### config.mk
export PLATFORM = sky130hd
export DESIGN_NAME = tap_ctrl_param
export DESIGN_NICKNAME = d
export VERILOG_FILES = /design/src/rtl/tap_pkg.sv /design/src/rtl/tap_fsm.sv /design/src/rtl/tap_ctrl_param.sv
export SDC_FILE = /design/constraint.sdc
export NUM_CORES = 1
export LEC_CHECK = 0
export ABC_CLOCK_PERIOD_IN_PS = 1400
export CAP_MARGIN = 40
export CORE_ASPECT_RATIO = 1.75
export CORE_MARGIN = 2
export CORE_UTILIZATION = 29
export CTS_BUF_LIST = sky130_fd_sc_hd__clkbuf_8
export DETAILED_ROUTE_END_ITERATION = 10
export MAX_ROUTING_LAYER = met4
export PLACE_DENSITY_LB_ADDON = 0.12
export SYNTH_ARGS = -nofsm -noshare
export SYNTH_HDL_FRONTEND = slang
export SYNTH_SLANG_ARGS = --single-unit
### constraint.sdc
create_clock -name tck -period 1.4 [get_ports tck]
set_input_delay 0.28 -clock tck [delete_from_list [all_inputs] [get_ports tck]]
set_output_delay 0.28 -clock tck [all_outputs]
set_load 0.02 [all_outputs]
### src/rtl/tap_pkg.sv
// Shared TAP controller types: state encoding, opcode constants and the
// state-to-strobe decode used by the negedge output register.
package tap_pkg;

   typedef enum logic [3:0] {
      ST_EXIT2_DR   = 4'h0,
      ST_EXIT1_DR   = 4'h1,
      ST_SHIFT_DR   = 4'h2,
      ST_PAUSE_DR   = 4'h3,
      ST_SELECT_IR  = 4'h4,
      ST_UPDATE_DR  = 4'h5,
      ST_CAPTURE_DR = 4'h6,
      ST_SELECT_DR  = 4'h7,
      ST_EXIT2_IR   = 4'h8,
      ST_EXIT1_IR   = 4'h9,
      ST_SHIFT_IR   = 4'hA,
      ST_PAUSE_IR   = 4'hB,
      ST_RUN_IDLE   = 4'hC,
      ST_UPDATE_IR  = 4'hD,
      ST_CAPTURE_IR = 4'hE,
      ST_TL_RESET   = 4'hF
   } tap_state_e;

   // Widest legal opcodes; the top truncates them to IR_W bits.
   localparam logic [7:0] TAP_OP_BYPASS = 8'hFF;
   localparam logic [7:0] TAP_OP_IDCODE = 8'h01;

   typedef struct packed {
      logic capture_dr;
      logic shift_dr;
      logic update_dr;
      logic capture_ir;
      logic shift_ir;
      logic update_ir;
      logic tdo_en;
      logic tl_reset;
   } tap_ctl_t;

   function automatic tap_ctl_t tap_ctl_decode(input tap_state_e s);
      tap_ctl_t c;
      c.capture_dr = (s == ST_CAPTURE_DR);
      c.shift_dr   = (s == ST_SHIFT_DR);
      c.update_dr  = (s == ST_UPDATE_DR);
      c.capture_ir = (s == ST_CAPTURE_IR);
      c.shift_ir   = (s == ST_SHIFT_IR);
      c.update_ir  = (s == ST_UPDATE_IR);
      c.tdo_en     = (s == ST_SHIFT_DR) || (s == ST_SHIFT_IR);
      c.tl_reset   = (s == ST_TL_RESET);
      return c;
   endfunction

endpackage

### src/rtl/tap_fsm.sv
// IEEE 1149.1 TAP state machine: posedge state register plus tms-driven
// next-state logic; trst forces Test-Logic-Reset asynchronously.
module tap_fsm
   import tap_pkg::*;
(
   input  logic       tck,
   input  logic       trst,
   input  logic       tms,
   output tap_state_e state_q
);

   tap_state_e state_d;

   always_comb begin
      state_d = state_q;
      unique case (state_q)
         ST_TL_RESET:   state_d = tms ? ST_TL_RESET  : ST_RUN_IDLE;
         ST_RUN_IDLE:   state_d = tms ? ST_SELECT_DR : ST_RUN_IDLE;
         ST_SELECT_DR:  state_d = tms ? ST_SELECT_IR : ST_CAPTURE_DR;
         ST_CAPTURE_DR: state_d = tms ? ST_EXIT1_DR  : ST_SHIFT_DR;
         ST_SHIFT_DR:   state_d = tms ? ST_EXIT1_DR  : ST_SHIFT_DR;
         ST_EXIT1_DR:   state_d = tms ? ST_UPDATE_DR : ST_PAUSE_DR;
         ST_PAUSE_DR:   state_d = tms ? ST_EXIT2_DR  : ST_PAUSE_DR;
         ST_EXIT2_DR:   state_d = tms ? ST_UPDATE_DR : ST_SHIFT_DR;
         ST_UPDATE_DR:  state_d = tms ? ST_SELECT_DR : ST_RUN_IDLE;
         ST_SELECT_IR:  state_d = tms ? ST_TL_RESET  : ST_CAPTURE_IR;
         ST_CAPTURE_IR: state_d = tms ? ST_EXIT1_IR  : ST_SHIFT_IR;
         ST_SHIFT_IR:   state_d = tms ? ST_EXIT1_IR  : ST_SHIFT_IR;
         ST_EXIT1_IR:   state_d = tms ? ST_UPDATE_IR : ST_PAUSE_IR;
         ST_PAUSE_IR:   state_d = tms ? ST_EXIT2_IR  : ST_PAUSE_IR;
         ST_EXIT2_IR:   state_d = tms ? ST_UPDATE_IR : ST_SHIFT_IR;
         ST_UPDATE_IR:  state_d = tms ? ST_SELECT_DR : ST_RUN_IDLE;
         default:       state_d = ST_TL_RESET;
      endcase
   end

   always_ff @(posedge tck or posedge trst) begin
      if (trst) state_q <= ST_TL_RESET;
      else      state_q <= state_d;
   end

endmodule

### src/rtl/tap_ctrl_param.sv
// Parameterised JTAG TAP controller with IR, bypass and user-DR selection.
// Define TAP_IDCODE_EN to include the 32-bit IDCODE register.
module tap_ctrl_param
   import tap_pkg::*;
#(
   parameter int          IR_W       = 4,
   parameter int          N_DR       = 2,
   parameter logic [31:0] IDCODE_VAL = 32'h1000_0001
) (
   input  logic            tck,
   input  logic            trst,
   input  logic            tms,
   input  logic            tdi,
   output logic            tdo,
   output logic            tdo_en,
   input  logic [N_DR-1:0] dr_tdo,
   output logic [N_DR-1:0] dr_sel,
   output logic            capture_dr,
   output logic            shift_dr,
   output logic            update_dr,
   output logic            capture_ir,
   output logic            shift_ir,
   output logic            update_ir,
   output logic [IR_W-1:0] instr,
   output logic            tl_reset,
   output logic [3:0]      state
);

   localparam logic [IR_W-1:0] OP_BYPASS  = TAP_OP_BYPASS[IR_W-1:0];
   localparam logic [IR_W-1:0] IR_CAPTURE = IR_W'(1);
`ifdef TAP_IDCODE_EN
   localparam logic [IR_W-1:0] OP_IDCODE  = TAP_OP_IDCODE[IR_W-1:0];
   localparam logic [IR_W-1:0] RST_INSTR  = OP_IDCODE;
`else
   localparam logic [IR_W-1:0] RST_INSTR  = OP_BYPASS;
`endif

   tap_state_e      cur_state;
   logic [IR_W-1:0] ir_sr_q, ir_sr_d;
   logic            bypass_q, bypass_d;
   logic [IR_W-1:0] instr_q, instr_d;
   logic            tdo_q, tdo_d;
   tap_ctl_t        ctl_q, ctl_d;
   logic            sel_idcode;
   logic            id_bit;
   logic            dr_bit;

   tap_fsm u_fsm (
      .tck     (tck),
      .trst    (trst),
      .tms     (tms),
      .state_q (cur_state)
   );

   // Posedge shift paths: IR and bypass follow the state being left.
   always_comb begin
      ir_sr_d  = ir_sr_q;
      bypass_d = bypass_q;
      if (cur_state == ST_CAPTURE_IR)    ir_sr_d = IR_CAPTURE;
      else if (cur_state == ST_SHIFT_IR) ir_sr_d = {tdi, ir_sr_q[IR_W-1:1]};
      if (cur_state == ST_CAPTURE_DR)    bypass_d = 1'b0;
      else if (cur_state == ST_SHIFT_DR) bypass_d = tdi;
   end

   always_ff @(posedge tck or posedge trst) begin
      if (trst) begin
         ir_sr_q  <= IR_CAPTURE;
         bypass_q <= 1'b0;
      end else begin
         ir_sr_q  <= ir_sr_d;
         bypass_q <= bypass_d;
      end
   end

`ifdef TAP_IDCODE_EN
   logic [31:0] id_q, id_d;

   assign sel_idcode = (instr_q == OP_IDCODE);
   assign id_bit     = id_q[0];

   always_comb begin
      id_d = id_q;
      if (sel_idcode && cur_state == ST_CAPTURE_DR)    id_d = IDCODE_VAL;
      else if (sel_idcode && cur_state == ST_SHIFT_DR) id_d = {tdi, id_q[31:1]};
   end

   always_ff @(posedge tck or posedge trst) begin
      if (trst) id_q <= '0;
      else      id_q <= id_d;
   end
`else
   logic unused_idcode;

   // Keeps IDCODE_VAL referenced while the register is compiled out.
   assign unused_idcode = ^IDCODE_VAL;
   assign sel_idcode    = 1'b0;
   assign id_bit        = 1'b0;
`endif

   // Opcode k+2 selects user DR k; anything unmatched falls back to bypass.
   always_comb begin
      dr_sel = '0;
      for (int k = 0; k < N_DR; k++) begin
         if (instr_q == IR_W'(k + 2)) dr_sel[k] = 1'b1;
      end
   end

   always_comb begin
      dr_bit = bypass_q;
      if (sel_idcode) dr_bit = id_bit;
      for (int k = 0; k < N_DR; k++) begin
         if (dr_sel[k]) dr_bit = dr_tdo[k];
      end
   end

   // Negedge outputs: strobes, tdo and the active instruction.
   always_comb begin
      ctl_d   = tap_ctl_decode(cur_state);
      instr_d = instr_q;
      tdo_d   = tdo_q;
      if (cur_state == ST_UPDATE_IR)     instr_d = ir_sr_q;
      else if (cur_state == ST_TL_RESET) instr_d = RST_INSTR;
      if (cur_state == ST_SHIFT_IR)      tdo_d = ir_sr_q[0];
      else if (cur_state == ST_SHIFT_DR) tdo_d = dr_bit;
   end

   always_ff @(negedge tck or posedge trst) begin
      if (trst) begin
         ctl_q   <= tap_ctl_decode(ST_TL_RESET);
         instr_q <= RST_INSTR;
         tdo_q   <= 1'b0;
      end else begin
         ctl_q   <= ctl_d;
         instr_q <= instr_d;
         tdo_q   <= tdo_d;
      end
   end

   assign tdo        = tdo_q;
   assign tdo_en     = ctl_q.tdo_en;
   assign capture_dr = ctl_q.capture_dr;
   assign shift_dr   = ctl_q.shift_dr;
   assign update_dr  = ctl_q.update_dr;
   assign capture_ir = ctl_q.capture_ir;
   assign shift_ir   = ctl_q.shift_ir;
   assign update_ir  = ctl_q.update_ir;
   assign tl_reset   = ctl_q.tl_reset;
   assign instr      = instr_q;
   assign state      = cur_state;

endmodule

==> flow_summary.toml <==
[timing]
tns_ps = -13190
worstMarginPinSlew_ps = 259
finClkSkew_ps = 64.2
whs_ps = 411
rsz0062_at_grt = "true"
setup_violations = 32
final_hold_viol_count = 0
finalMaxSlewViolations = 0
setup_ws_ps = -1030
max_slew_margin = 0.826

[critical_path]
cp.arrival_ps = 2150
worstReg2RegStart = "u_fsm.state_q[1]"
worst_r2r_endpoint = "tdo"
crit_path_end_kind = "output pin"
r2r_setup_slack_ps = -510
startpoint_type = "flip-flop"
required_ps = 1120
crit_type = "flip-flop to output pin"
path_max_fanout = 2
reg2regPathDepth = 3

[global_routing]
grt_pass1_wl_mm = 4.38
first_global_vias = 999
grt_max_degree = 13
grt-ovfl-total = 0
groute.usage.overall = 0.171
antenna_found_initial = 0

[drt]
wirelength_mm = 2.86
routedWlPerCell_um = 13.1
vias_per_cell = 4.54
postRouteAntennaNets = 0
route.detailed.drc = 0
dr_total_vias = 994
drt_first_pass_iters = 4
drt_iter0_markers = 12

[cts]
clockBufferDepth = 2
cts_sinks = 22
cts_hold_buf = 0
cts_root_buf = "clkbuf_8"
numCtsBuffers = 3
clk_pin_slew_ps = 80
clk_latency_ps = 330
cts_tree = "yes"
htreeDepth = 1

[synth]
syn-cell-area_um2 = 951
synth_warnings = 0
synth_cell_types = 27
ys_seq_area_frac = 0.592
syn_inst = 93
syn_area_per_cell_um2 = 10.2
synth_fp_nets = 99
synth-seq-cells = 22

[power]
p_leak_nw = 0.915
p_per_area_nw_per_um2 = 2420
vdd_drop_max_mv = 1.25

[hold_path]
hold_path_class = "input pin to asynchronous set/reset pin"

[layout]
antenna_cells = 0
final_common_cell = "buf_6"
areaGrowthSynthToFinish_pct = 104
final_nets = 183
drive_above_1_share = 0.636
final_cell_mix = "buf_6 (41), buf_4 (31), nand2_1 (10), dfstp_2 (10)"
fillerInstances = 259
postLayoutCellArea_um2 = 1940

[floorplanning]
placeableCoreArea_um2 = 3140
io_pins = 25
dieArea_um2 = 3770
initial_utilization = 0.303
dieHeight_um = 79.8
die_w_um = 47.3
num_rows = 27

[place]
gp_congestion = 0.738
place.port_buffers = 24
detailed_place_hpwl_mm = 1.81
dpl_cell_area_um2 = 1520

[status]
violations = "setup timing"
outcome = "finished with violations"

[run]
maxCapViolCount = 0
==> registers in the layout, summed over array words and instances (netlist names) <==
signal,cells
bypass_q,1
capture_dr,1
capture_ir,1
instr,4
ir_sr_q,4
shift_dr,1
shift_ir,1
tdo,1
tdo_en,1
tl_reset,1
u_fsm.state_q,4
update_dr,1
update_ir,1
==> worst max path at each step <==
stage,start,endpoint,cells past startpoint
floorplan,instr[1],dr_sel[0],2
global placement,instr[1],dr_sel[0],3
detailed placement,instr[1],dr_sel[0],3
CTS,instr[1],dr_sel[0],3
global route,instr[1],dr_sel[0],3
finish,instr[1],dr_sel[0],3
==> what timing repair did <==
item / CTS / global route
setup buffers: 11 / 19
pin swaps: 4 / 5
setup endpoints to repair: 32 / 37
cloned: 1 / 0
gates resized for setup: 132 / 21
hold endpoints to repair: 0 / 0
==> cells in the mapped netlist <==
cell	number	share of area
nor3b_2	1	0.013
nor2_1	10	0.039
o21ba_2	1	0.011
o211ai_1	1	0.0079
nor3_1	5	0.026
nand3b_1	1	0.0079
a22o_1	1	0.0092
o21ai_0	13	0.068
and2_1	1	0.0066
o31ai_1	2	0.016
a21oi_1	2	0.011
nor2b_1	1	0.0066
dfstp_2	10	0.28
nor3b_1	1	0.0079
inv_1	5	0.020
a2111oi_4	1	0.029
nand2_1	13	0.051
nand3_1	2	0.011
dfrtp_1	4	0.11
or3b_4	1	0.012
dfrtn_1	8	0.21
buf_2	4	0.021
nand2b_1	1	0.0066
o21a_1	1	0.0079
a31oi_1	1	0.0066
o2bb2ai_1	1	0.0092
clkbuf_1	1	0.0039
==> stage by stage <==
stage               std cells  power, mW  worst slack [ps]  utilization
finish                    219       4.69             -1030        0.617
global route              219       4.98             -1080        0.617
CTS                       204       4.23             -1040        0.565
detailed placement        184       3.23             -1160        0.485
global placement          184       3.22             -1150        0.485
floorplan                  93       2.32              -734            -
==> per-layer routing <==
layer / vias to the layer above / routed length [µm] / GRT usage
li1: 485 / - / -
met1: 480 / 1040 / 0.160
met2: 24 / 1670 / 0.299
met3: 5 / 87 / 0.0317
met4: 0 / 70 / 0.100
met5: - / 0 / -
==> critical path, cell delays in order (launching register included) <==
cell and delay [ps]:
dfstp_2 520, or3b_4 400, nor2_4 90, buf_6 120
==> cell families (layout without fill, tap and decap cells) <==
group	after synthesis	count (layout)	share of synthesized area
flops	22	22	0.592
compound gates	24	24	0.175
buf+inv	10	92	0.0447
simple gates	37	38	0.188
==> final cells by class <==
cell class / instances / area, µm² / share of cell area
timing repair buffer: 79 / 785 / 0.405
sequential: 22 / 563 / 0.290
multi-input combinational: 62 / 459 / 0.237
tap: 43 / 53.8 / 0.0277
clock buffer: 3 / 41.3 / 0.0213
clock inverter: 6 / 22.5 / 0.0116
inverter: 4 / 15.0 / 0.00774
==> power by group <==
| group | leakage, nW | total [mW] | switching (mW) | internal (mW) |
|---|---|---|---|---|
| clock | 0.0535 | 0.454 | 0.239 | 0.215 |
| sequential | 0.267 | 1.28 | 0.285 | 0.992 |
| combinational | 0.595 | 2.96 | 1.26 | 1.70 |
Note: power is estimated with default switching activity, not from simulation.
